File: src/rtl/tea_iter_decrypt_ctrl_pkg.sv
// Shared TEA definitions: key-schedule constant, FSM states, block/key types.
// Latency: none (types and constants only). Backpressure: n/a.
// Helper computes the starting sum for a given round count.
package tea_pkg;

    localparam logic [31:0] TEA_DELTA      = 32'h9e3779b9;
    localparam int          TEA_ROUNDS_MAX = 32;

    typedef enum logic [1:0] {IDLE, RUN, DONE} tea_state_t;

    typedef logic [63:0]  tea_block_t;
    typedef logic [127:0] tea_key_t;

    // Decryption walks the sum back down from DELTA*rounds, modulo 2^32.
    function automatic logic [31:0] tea_sum_init(input int rounds);
        logic [31:0] r;
        r = 32'(rounds);
        return TEA_DELTA * r;
    endfunction

endpackage

File: src/rtl/tea_iter_decrypt_ctrl_if.sv
// Block/key request channel and plaintext result channel of the iterative decryptor.
// Latency: n/a. Backpressure: valid/ready on both the request and the result side.
// The slave modport is the engine; the master modport is the block producer/consumer.
interface tea_iter_decrypt_ctrl_if;
    import tea_pkg::*;

    logic       in_valid;
    logic       in_ready;
    tea_block_t in_block;
    tea_key_t   in_key;
    logic       out_valid;
    logic       out_ready;
    tea_block_t out_block;
    logic       busy;
    logic [4:0] round_idx;

    modport master (
        output in_valid, in_block, in_key, out_ready,
        input  in_ready, out_valid, out_block, busy, round_idx
    );

    modport slave (
        input  in_valid, in_block, in_key, out_ready,
        output in_ready, out_valid, out_block, busy, round_idx
    );

endinterface

File: src/rtl/tea_iter_decrypt_ctrl_round.sv
// One combinational TEA decryption round (V1 first, then V0 using the new V1).
// Latency: 0 cycles. Backpressure: none, purely combinational.
// Key words: k0=key[31:0], k1=key[63:32], k2=key[95:64], k3=key[127:96].
module decryptor_single_round
    import tea_pkg::*;
(
    input  tea_key_t    key,
    input  logic [31:0] inV0,
    input  logic [31:0] inV1,
    input  logic [31:0] sum,
    output logic [31:0] outputV0,
    output logic [31:0] outputV1
);

    logic [31:0] k0, k1, k2, k3;

    assign k0 = key[31:0];
    assign k1 = key[63:32];
    assign k2 = key[95:64];
    assign k3 = key[127:96];

    assign outputV1 = inV1 - (((inV0 << 4) + k2) ^ (inV0 + sum) ^ ((inV0 >> 5) + k3));
    assign outputV0 = inV0 - (((outputV1 << 4) + k0) ^ (outputV1 + sum) ^ ((outputV1 >> 5) + k1));

endmodule

File: src/rtl/tea_iter_decrypt_ctrl.sv
// Iterative TEA decryptor: one shared round reused ROUNDS times on registered V0/V1.
// Latency: result valid ROUNDS edges after the accepting edge; one block per ROUNDS+1 cycles.
// Backpressure: result held until out_ready; a new block is taken in the same cycle it drains.
module tea_iter_decrypt_ctrl
    import tea_pkg::*;
#(
    parameter int ROUNDS = 32
) (
    input  logic                    clk,
    input  logic                    rst_n,
    tea_iter_decrypt_ctrl_if.slave  bus
);

    localparam logic [31:0] SUM_INIT = tea_sum_init(ROUNDS);
    localparam logic [4:0]  LAST_IDX = 5'(ROUNDS - 1);

    tea_state_t  state;
    logic [31:0] v0_q, v1_q, sum_q;
    tea_key_t    key_q;
    logic [4:0]  round_idx_q;
    logic        out_valid_q;
    logic        busy_q;

    logic [31:0] round_v0, round_v1;
    logic        accept;

    decryptor_single_round u_round (
        .key      (key_q),
        .inV0     (v0_q),
        .inV1     (v1_q),
        .sum      (sum_q),
        .outputV0 (round_v0),
        .outputV1 (round_v1)
    );

    // Taking a new block while draining the old one avoids a bubble cycle.
    assign bus.in_ready  = (state == IDLE) || ((state == DONE) && bus.out_ready);
    assign accept        = bus.in_valid && bus.in_ready;

    assign bus.out_valid = out_valid_q;
    assign bus.out_block = {v1_q, v0_q};
    assign bus.busy      = busy_q;
    assign bus.round_idx = round_idx_q;

    always_ff @(posedge clk or negedge rst_n) begin
        if (!rst_n) begin
            state       <= IDLE;
            v0_q        <= '0;
            v1_q        <= '0;
            sum_q       <= '0;
            key_q       <= '0;
            round_idx_q <= '0;
            out_valid_q <= 1'b0;
            busy_q      <= 1'b0;
        end else if (accept) begin
            v0_q        <= bus.in_block[31:0];
            v1_q        <= bus.in_block[63:32];
            key_q       <= bus.in_key;
            sum_q       <= SUM_INIT;
            round_idx_q <= '0;
            out_valid_q <= 1'b0;
            busy_q      <= 1'b1;
            state       <= RUN;
        end else begin
            case (state)
                RUN: begin
                    v0_q        <= round_v0;
                    v1_q        <= round_v1;
                    sum_q       <= sum_q - TEA_DELTA;
                    round_idx_q <= round_idx_q + 5'd1;
                    if (round_idx_q == LAST_IDX) begin
                        busy_q      <= 1'b0;
                        out_valid_q <= 1'b1;
                        state       <= DONE;
                    end
                end
                DONE: begin
                    if (bus.out_ready) begin
                        out_valid_q <= 1'b0;
                        state       <= IDLE;
                    end
                end
                default: state <= IDLE;
            endcase
        end
    end

endmodule

File: src/flat_wrapper.sv
// flat-port wrapper written by rule: the top's interface ports become plain ports
module tea_iter_decrypt_ctrl_flat import tea_pkg::*;
#(
    parameter int ROUNDS = 32
)
  (clk, rst_n, bus_in_valid, bus_in_block, bus_in_key, bus_out_ready, bus_in_ready, bus_out_valid, bus_out_block, bus_busy, bus_round_idx);
  tea_iter_decrypt_ctrl_if bus_i ();
  input  logic clk;
  input  logic rst_n;
  input wire logic [$bits(bus_i.in_valid)-1:0] bus_in_valid;
  input wire logic [$bits(bus_i.in_block)-1:0] bus_in_block;
  input wire logic [$bits(bus_i.in_key)-1:0] bus_in_key;
  input wire logic [$bits(bus_i.out_ready)-1:0] bus_out_ready;
  output wire logic [$bits(bus_i.in_ready)-1:0] bus_in_ready;
  output wire logic [$bits(bus_i.out_valid)-1:0] bus_out_valid;
  output wire logic [$bits(bus_i.out_block)-1:0] bus_out_block;
  output wire logic [$bits(bus_i.busy)-1:0] bus_busy;
  output wire logic [$bits(bus_i.round_idx)-1:0] bus_round_idx;
  assign bus_i.in_valid = bus_in_valid;
  assign bus_i.in_block = bus_in_block;
  assign bus_i.in_key = bus_in_key;
  assign bus_i.out_ready = bus_out_ready;
  assign bus_in_ready = bus_i.in_ready;
  assign bus_out_valid = bus_i.out_valid;
  assign bus_out_block = bus_i.out_block;
  assign bus_busy = bus_i.busy;
  assign bus_round_idx = bus_i.round_idx;
  tea_iter_decrypt_ctrl #(.ROUNDS(ROUNDS)) u_core (.clk(clk), .rst_n(rst_n), .bus(bus_i));
endmodule
File: config.mk
export PLATFORM = sky130hd
export DESIGN_NAME = tea_iter_decrypt_ctrl_flat
export DESIGN_NICKNAME = d
export VERILOG_FILES = /design/src/rtl/tea_iter_decrypt_ctrl_pkg.sv /design/src/rtl/tea_iter_decrypt_ctrl_if.sv /design/src/rtl/tea_iter_decrypt_ctrl_round.sv /design/src/rtl/tea_iter_decrypt_ctrl.sv /design/src/flat_wrapper.sv
export SDC_FILE = /design/constraint.sdc
export NUM_CORES = 1
export LEC_CHECK = 0
export BUFFER_PORTS_ARGS = -buffer_cell sky130_fd_sc_hd__buf_4
export CAP_MARGIN = 20
export CELL_PAD_IN_SITES_DETAIL_PLACEMENT = 0
export CELL_PAD_IN_SITES_GLOBAL_PLACEMENT = 1
export CORE_MARGIN = 1
export CORE_UTILIZATION = 50
export CTS_BUF_LIST = sky130_fd_sc_hd__clkbuf_8
export CTS_CLUSTER_DIAMETER = 40
export DETAILED_ROUTE_END_ITERATION = 6
export HOLD_SLACK_MARGIN = 0.06
export PLACE_DENSITY_LB_ADDON = 0.1
export RECOVER_POWER = 25
export SYNTH_ARGS = -nofsm -noshare
export SYNTH_HDL_FRONTEND = slang
export SYNTH_SLANG_ARGS = --single-unit
File: constraint.sdc
create_clock -name clk -period 12.2 [get_ports clk]
set_clock_uncertainty 0.1 [all_clocks]
set_input_delay 0.61 -clock clk [delete_from_list [all_inputs] [get_ports clk]]
set_output_delay 0.61 -clock clk [all_outputs]
set_load 0.02 [all_outputs]
======== Word level (Yosys, flattened, before mapping) ========
Index checks and enable logic that the tools add are counted.
word-level totals
  output and inout port bits .............. 72
  bits in read-only memories .............. 0
  bits in latches ......................... 0
  memories kept ........................... 0
  bits in writable memories ............... 0
  bits of input ports ..................... 196
  word-level logic and storage cells ...... 56
  register bits ........................... 233
cells by class
  shifts and indexed selects .............. 0
  reductions and logical operators ........ 10
  div/mod/pow operators ................... 0
  bitwise gates (word level) .............. 4
  equality and inequality tests ........... 5
  magnitude comparators ................... 0
  multiply operators ...................... 0
  add/sub/neg operators ................... 10
  multiplexer cells ....................... 19
operators by type and width
  kind                                                                      number
  32-bit 2-to-1 mux                                                         6
  32-bit adder                                                              4
  32-bit XOR                                                                4
  27-bit by 32-bit adder with 32-bit output                                 2
  32-bit subtractor                                                         2
  32-bit subtractor (second input constant)                                 1
  5-bit 2-to-1 mux                                                          2
  1-bit 2-to-1 mux                                                          6
  2-bit 2-to-1 mux                                                          3
  5-bit by 1-bit adder with 5-bit output (second input constant)            1
  5-bit == test (second input constant)                                     1
  2-bit case mux with 2 select lines                                        1
  2-bit AND reduction                                                       2
  2-bit nonzero test                                                        2
  3-bit by 1-bit inequality test with 1-bit output (second input constant)  1
  3-bit by 2-bit inequality test with 1-bit output (second input constant)  1
  3-bit AND reduction                                                       1
  3-bit nonzero test                                                        1
  2-bit by 1-bit == test with 1-bit output (second input constant)          1
  2-bit == test (second input constant)                                     1
  1-bit logical AND                                                         2
  2-bit zero test                                                           1
  1-bit case mux with 2 select lines                                        1
  1-bit logical OR                                                          1

======== Logic depth before layout (Yosys ltp) ========
Gate-level depths: netlist of the first run.
  word-level depth ........................ 10
  mapped depth ............................ 45
  mapped depth without buffers ............ 45

======== Modules after synthesis ========
Synthesis of the first run repeated with hierarchy kept, for this count alone.
second synthesis, totals
  cells, all modules ...................... 2,652
  area, all modules ....................... 21,673.3 um^2
modules (own cells, without submodules)
  module                  instances  cells an instance  area each (um^2)  seq. area each (um^2)
  decryptor_single_round  1          1,578              11,974.0          0.0
  tea_iter_decrypt_ctrl   1          1,074              9,699.3           5,830.6

======== Least setup slack after synthesis of the first run ========
OpenSTA, ideal clock, no wires.
  path type ............................... register to register
  from .................................... reg u_core.v0_q[5]
  to ...................................... reg u_core.v0_q[31]
  data required time ...................... 11.974 ns
  setup time .............................. 0.126 ns
  period minus slack after synthesis ...... 8.089 ns
  data arrival time ....................... 7.863 ns
  cell stages (with the launch flop) ...... 44
  path buffers ............................ 0
  path slack .............................. 4.111 ns
  cell sequence ........................... dfrtp_1 > ha_1 > inv_1 > fa_1 > nor2b_1 > o21ai_0 > a21boi_0 > o21ai_0 > nand2b_1 > a21o_1 > a21oi_1 > xnor2_1 > xnor2_1 > ha_1 > a21o_1 > a31o_2 > a2111o_1 > a211o_1 > [8 not listed] > o21ai_0 > a41oi_1 > o21ai_0 > a31o_2 > a31oi_1 > xnor2_1 > xnor2_1 > ha_1 > nand4_1 > o21ai_0 > nor2_1 > o21ai_0 > a41oi_1 > a21boi_0 > a31oi_1 > xnor2_2 > xnor2_1 > o22ai_1
between the ends
  cells in the longest elaborated chain, start to end .. 10
  elaborated cells on any way between the ends .. 14
  classes of those cells .................. add/sub (8); mux (2); bitwise (4)
ends and longest elaborated chain
  item                      RTL line                           RTL
  start: declaration        tea_iter_decrypt_ctrl.sv:18        logic [31:0] v0_q, v1_q, sum_q;
  start signal: assignment  tea_iter_decrypt_ctrl.sv:56        v0_q <= bus.in_block[31:0];
  start signal: assignment  tea_iter_decrypt_ctrl.sv:67        v0_q <= round_v0;
  32-bit adder              tea_iter_decrypt_ctrl_round.sv:22  assign outputV1 = inV1 - (((inV0 << 4) + k2) ^ (inV0 + sum) ^ ((inV0 >> 5) + k3));
  32-bit XOR (2 in a row)   tea_iter_decrypt_ctrl_round.sv:22
  32-bit subtractor         tea_iter_decrypt_ctrl_round.sv:22
  32-bit adder              tea_iter_decrypt_ctrl_round.sv:23  assign outputV0 = inV0 - (((outputV1 << 4) + k0) ^ (outputV1 + sum) ^ ((outputV1 >> 5) + k1));
  32-bit XOR (2 in a row)   tea_iter_decrypt_ctrl_round.sv:23
  32-bit subtractor *       tea_iter_decrypt_ctrl_round.sv:23
  32-bit 2-to-1 mux *       tea_iter_decrypt_ctrl.sv:65        case (state)
  32-bit 2-to-1 mux *       tea_iter_decrypt_ctrl.sv:55        end else if (accept) begin
Mark *: on every way between the ends. The rest lies on a longest branch, timed or not. The select of a mux whose other input is x is not followed.
A chain may end at the register's enable or synchronous reset.

======== Final worst setup path of the first run ========
Ends and elaborated chain as after synthesis.

==> key figures, run 1 <==
Global route
  • Largest net degree at the start of global routing: a little over 100
  • First-pass GRT wire length: ~110 mm
  • Gr ovfl total: 0
  • Vias in the first global route: 20155
  • Number of antenna violations at the first check in global routing: 1
  • Total GRT Usage: 0.3229

CTS
  • CTS tree: done
  • Post-cts sizing count: 0
  • H-tree levels: 2
  • Clk_lat worst skew: 640 ps
  • CTS Buf Count: between 40 and 50
  • # clock sinks: approximately 230
  • CTS root buffer: clkbuf_8
  • Clock-pin slew on the worst setup and hold paths: around 50 ps
  • Clk buf depth: 3

Setup path
  • Crit path launch type: flip-flop
  • CP max stage cell: xor2_1
  • WP data required: approximately 13000 ps
  • Setup slack, reg-to-reg: 2650 ps
  • Worst path most repeated cell: o21ai_0
  • Worst setup EP type: flip-flop
  • CP Class: flip-flop to flip-flop
  • Worst r2r dst: u_core.v0_q[31]
  • Critical path origin: u_core.v0_q[5]
  • R2R cell count: 43
  • R2r startpoint: u_core.v0_q[5]
  • CP peak stage delay: 510 ps
  • Setup crit end: u_core.v0_q[31]
  • Worst EP arrival: 9970 ps
  • Crit-path max FO: 6

Logic synthesis
  • Mean Syn Cell Area: between 8 and 9 um^2
  • Top-area cell type share of the netlist area: 0.2691
  • Async set-reset flop share out of synthesis: 1.000
  • Syn nets: 3071
  • Synth Instances: approximately 2600
  • Leading area contributor after synthesis: dfrtp_1
  • Top-count cell post-synth: nand2_1
  • Post-synthesis instance area: approximately 22000 um^2
  • Sequential cell area fraction in the yosys report: 0.2691
  • Post-synthesis cell type count: 90
  • Most area-consuming cells after synthesis: dfrtp_1 27%, ha_1 14%, xnor2_1 12%
  • Top post-synthesis cells by count: 575 x nand2_1, 288 x xnor2_1, 245 x ha_1, 233 x dfrtp_1, 217 x a21oi_1
  • YS warnings: 0
  • Post-synth EDFFs: 0
  • Yosys reg bits: ~230
  • Commonest register cell after synthesis: dfrtp_1

Timing
  • Tmin final: 9550 ps
  • Final Max Slew Viols: 97
  • Slew at the pin closest to its max-slew limit: 5563 ps
  • Relative slew slack: -2.709
  • Fmax: around 100 MHz
  • Setup TNS: 0 ps
  • Final setup vio count: 0
  • Final period util: 0.7828
  • Final Hold Viols: 0
  • RSZ-0062 raised after global routing: false

Detailed routing
  • Drt pass-1 iters: 6
  • Routed wire length: around 72 mm
  • ANT nets after route: 0
  • Vias after detailed routing: between 20000 and 25000
  • Vias/cell: roughly 5.7
  • Starting DRT DRC Count: roughly 1500
  • DR WL/cell: approximately 20 um
  • DRC viols: 0

Cells and area
  • NumNets Final: 3504
  • Area Overhead vs Synth: 24.08%
  • Share of layout cells above drive strength 1: 0.1176
  • Fill count: ~3700

Run
  • # Max-Cap Violations: 1

Floorplanning
  • Die Wd: about 210 um
  • I/O pins: between 200 and 300
  • DIE AREA: 44180 um^2
  • Die H: 210.2 um
  • Initial Util: 0.5120
  • Row cnt: 75
  • Core outline area: roughly 42000 um^2

Status
  • Status: finished, violations left
  • Failing checks: max-capacitance violations, max-slew violations

Placement
  • GP Congestion: roughly 0.92
  • HPWL Detailed: 54.63 mm
  • Port Buffers: approximately 270

Worst hold path
  • Worst hold path type: input pin to flip-flop
-- critical path: cells and delay by family (launching register included) --
family | cells | cell delay [ps]
compound gates | 25 | 4910
xor+xnor | 7 | 1570
fa+ha+maj | 5 | 1750
buf+inv | 1 | 60
flops | 1 | 470
simple gates | 5 | 590
-- kinds of logic (layout without fill, tap and decap cells) --
kind of cell,after synthesis,in the layout,synth area share
multiplexers,48,48,0.02223
adder cells (fa/ha/maj),253,253,0.1489
flip-flops,233,233,0.2691
XOR/XNOR,379,379,0.1569
buffers and inverters,128,592,0.02263
other,0,1,0
AO/OA/AOI/OAI,695,695,0.2050
AND/OR/NAND/NOR,886,886,0.1753
-- sequential cells by signal, indices dropped and copies added, names as in the netlist --
register and flops:
u_core.bus.busy 1, u_core.sum_q 32, u_core.key_q 128, u_core.v0_q 32, u_core.v1_q 32, u_core.bus.out_valid 1, u_core.state 2, u_core.bus.round_idx 5
-- placed cells by master (no fill, tap or decap), types with 11 or more instances in the layout --
cell type and n:
a21boi_0 11, nand2_1 574, dfrtp_1 233, clkbuf_1 41
inv_1 72, a31oi_1 19, nand4_1 25, o21ai_1 12
buf_4 240, nand2b_1 26, xor2_1 84, o21ai_0 158
a21oi_1 217, and3_1 16, nor2b_1 20, dlygate4sd3_1 168
o21bai_1 31, nand3_1 41, a211oi_1 17, mux2i_1 47
a21o_1 116, ha_1 244, xnor2_1 288, nor3_1 20
nor2_1 117, o21a_1 22, clkbuf_8 55
-- layer usage --
layer	share of wire	wire length, um	GRT usage
met1	0.48	34560	0.4786
met2	0.44	31340	0.4960
met3	0.062	4475	0.03397
met4	0.021	1545	0.08960
met5	0	0	0
-- metrics by stage --
stage | utilization | worst slack (ps) | instance area, um^2 | instances | hold slack (ps)
finish | 0.6353 | 2650 | 26890 | 3664 | 106.7
CTS | 0.6391 | 2720 | 27050 | 3663 | 60.09
global placement | 0.5736 | 2996 | 24280 | 3415 | 358.1
global route | 0.6353 | 1845 | 26890 | 3664 | 94.85
floorplan | - | 4111 | 21670 | 2622 | 214.4
detailed placement | 0.5736 | 2760 | 24280 | 3415 | 368.7
-- how the worst min path moves through the flow --
stage	start	to	slack [ps]	depth (start not counted)
final	bus_in_block[26]	u_core.v0_q[26]	110	3
after global placement	u_core.bus.busy	u_core.bus.busy	360	2
after floorplan	rst_n	u_core.bus.busy	210	0
after CTS	bus_in_block[26]	u_core.v0_q[26]	60	3
after global routing	bus_in_block[42]	u_core.v1_q[10]	90	3
after detailed placement	u_core.key_q[76]	u_core.key_q[76]	370	2
-- what timing repair did --
item,CTS,global route
hold buffers,168,0
setup buffers,0,0
endpoints found under the hold margin,261,0
-- final cells by class --
cell class	count	area [um^2]	share of cell area
Multi-Input combinational cell	2261	15370	0.5717
Sequential cell	233	5831	0.2169
Timing Repair Buffer	449	3637	0.1353
Clock buffer	55	757.0	0.02815
Tap cell	577	721.9	0.02685
Clock inverter	25	330.3	0.01229
Inverter	63	236.5	0.008795
Antenna cell	1	2.502	0.00009307
Power of run 1 is left out: the tool's default activity adds up to more than one toggle a clock period on the data nets, which glitch-free logic cannot reach.
==> run 2: changes to the inputs <==
CORE_UTILIZATION = 42   (was 50)
clock period = 8.5 ns   (was 12.2 ns; I/O delays follow)
==> run 2 against run 1 <==
  * The run still ends with max-capacitance violations, max-slew violations left
  * Wire length grew 9.2%
  * Count of clock-buffer cells in the layout is 4 higher
  * Cell count up 11%
  * Critical path depth up 2
  * Utilization fell by 3.7 points
  * Register-to-register slack worse by 2300 ps
  * Critical path type unchanged
  * Highest routed layer unchanged
==> key figures, run 2 (same netlist as run 1, synthesis figures left out) <==
Status
  • Status: finished, violations left (unchanged)
  • Failing checks: max-capacitance violations, max-slew violations (unchanged)

Global route
  • Total GRT Usage: 0.2934 (was 0.3229)
  • Largest net degree at the start of global routing: 167 (was 101)
  • First-pass GRT wire length: 120.5 mm (was 111.1 mm)
  • Vias in the first global route: 21651 (was 20155)
  • Number of antenna violations at the first check in global routing: 1 (unchanged)
  • Gr ovfl total: 0 (unchanged)

CTS
  • Clk_lat worst skew: 650 ps (was 640 ps)
  • Clock-pin slew on the worst setup and hold paths: 60 ps (was 50 ps)
  • CTS tree: done (unchanged)
  • H-tree levels: 2 (unchanged)
  • CTS Buf Count: 48 (was 47)
  • # clock sinks: 233 (unchanged)
  • Clk buf depth: 3 (unchanged)
  • CTS root buffer: clkbuf_8 (unchanged)

Detailed routing
  • ANT nets after route: 0 (unchanged)
  • Routed wire length: 78.52 mm (was 71.93 mm)
  • DR WL/cell: 19.31 um (was 19.63 um)
  • Vias/cell: 5.340 (was 5.673)
  • DRC viols: 0 (unchanged)
  • Starting DRT DRC Count: 1592 (was 1499)
  • Vias after detailed routing: 21712 (was 20786)
  • Drt pass-1 iters: 5 (was 6)

Floorplanning
  • DIE AREA: 52510 um^2 (was 44180 um^2)
  • Core outline area: 50480 um^2 (was 42320 um^2)
  • I/O pins: 268 (unchanged)
  • Initial Util: 0.4293 (was 0.5120)
  • Die H: 229.1 um (was 210.2 um)
  • Row cnt: 82 (was 75)
  • Die Wd: 229.1 um (was 210.2 um)

Timing
  • Fmax: 122.7 MHz (was 104.7 MHz)
  • Final hold slack: 127.9 ps (was 106.7 ps)
  • Tmin final: 8151 ps (was 9550 ps)
  • Relative slew slack: -3.039 (was -2.709)
  • Slew at the pin closest to its max-slew limit: 6059 ps (was 5563 ps)
  • RSZ-0062 raised after global routing: true (was false)
  • Final Hold Viols: 0 (unchanged)
  • Final Max Slew Viols: 236 (was 97)
  • Final setup vio count: 0 (unchanged)
  • Final period util: 0.9589 (was 0.7828)

Cells and area
  • Fill count: 4538 (was 3709)
  • Most common cell after layout, fill and taps aside: nand2_1 (unchanged)
  • Post-Layout Cell Count: 4066 (was 3664)
  • NumNets Final: 3804 (was 3504)
  • Most frequent cells in the layout: 572 x nand2_1, 541 x buf_4, 266 x xnor2_1 (was 574 x nand2_1, 288 x xnor2_1, 244 x ha_1)
  • Area Overhead vs Synth: 39.36% (was 24.08%)
  • Area of the multi-input gates: 16060 um^2 (was 15370 um^2)
  • Register bank with the most flops: u_core.key_q (unchanged)
  • Reg area: 5836 um^2 (was 5831 um^2)
  • Share of layout cells above drive strength 1: 0.2328 (was 0.1176)
  • Max reg flops: 128 (unchanged)

Placement
  • Total placed cells including tap cells: 3761 (was 3415)
  • HPWL Detailed: 60.63 mm (was 54.63 mm)
  • Port Buffers: 267 (unchanged)
  • GP Congestion: 0.9664 (was 0.9247)

Setup path
  • CP Class: flip-flop to flip-flop (unchanged)
  • CP max stage cell: dfrtp_1 (was xor2_1)
  • Largest delay share family, worst path: compound AO/OA/AOI/OAI gates (unchanged)
  • Crit path launch type: flip-flop (unchanged)
  • WP data required: 8900 ps (was 12610 ps)
  • Worst EP arrival: 8550 ps (was 9970 ps)
  • Crit-path max FO: 3 (was 6)
  • CP bufs+invs: 4 (was 1)
  • Worst path most repeated cell: xnor2_1 (was o21ai_0)
  • Worst setup EP type: flip-flop (unchanged)
  • CP peak stage delay: 380 ps (was 510 ps)

Worst hold path
  • Worst hold path type: input pin to flip-flop (unchanged)

Run
  • # Max-Cap Violations: 2 (was 1)
==> run 2: cell count changes in the layout (fill, tap and decap cells not counted), moves of 7 or more <==
cell	before	now
buf_4	240	541
clkbuf_1	41	11
a21oi_1	217	192
dlygate4sd3_1	168	193
a21oi_2	3	27
o21ai_0	158	134
xnor2_1	288	266
xnor2_2	3	22
o21ai_1	12	30
ha_1	244	230
ha_4	1	10
nor2_1	117	110
==> run 2: per-stage QoR <==
step	setup WS, ps	instance area (um^2)	setup TNS [ps]	util
2_1_floorplan	411.4	21670	0	-
3_3_place_gp	-9.975	26310	-9.975	0.5211
3_5_place_dp	-153.0	26310	-335.9	0.5211
4_1_cts	3.131	29440	0	0.5832
5_1_grt	-115.9	30200	-462.1	0.5983
6_report	349.3	30200	0	0.5983
==> run 2: timing repair <==
action                                  4_1_cts  5_1_grt
resized for setup                             9      148
endpoints found under the setup margin        5       18
buffers inserted                              1       22
pin swaps                                     4       87
endpoints found under the hold margin       301        0
hold buffers                                193        0
==> run 2: routing by layer <==
layer  vias to the layer above  share of wire  global-route usage
met5                         -              0                   0
met4                         0          0.020             0.07521
met3                        95          0.056             0.03785
met2                       601           0.43              0.4503
met1                     10363           0.49              0.4314
li1                      10653              -                   -
==> run 2: final cells by class <==
class | instances | area share
diodes | 1 | 0.00008286
clock buffers | 59 | 0.02689
clock inverters | 29 | 0.01123
inverters | 63 | 0.007831
multi-input cells | 2261 | 0.5318
flip-flops and latches | 233 | 0.1932
well taps | 672 | 0.02784
repair buffers | 748 | 0.2011
==> run 2: tightest hold or removal path: cells and delay by family <==
kind	cells	cell delay [ps]
AO/OA/AOI/OAI	1	140
buffers and inverters	1	80
AND/OR/NAND/NOR	1	190
==> run 2: path summary, 6_finish.rpt <==
check / endpoint / cells past startpoint / slack (ps) / startpoint
min: u_core.key_q[97] / 3 / 130 / bus_in_key[97]
min in group asynchronous: u_core.state[1] / 2 / 2450 / rst_n
min reg2reg: u_core.bus.busy / 2 / 370 / u_core.bus.busy
max in group asynchronous: u_core.key_q[56] / 3 / 1440 / rst_n
max: u_core.v0_q[29] / 45 / 350 / u_core.v0_q[5]
max reg2reg: u_core.v0_q[29] / 45 / 350 / u_core.v0_q[5]
Power of run 2 is left out for the same reason.
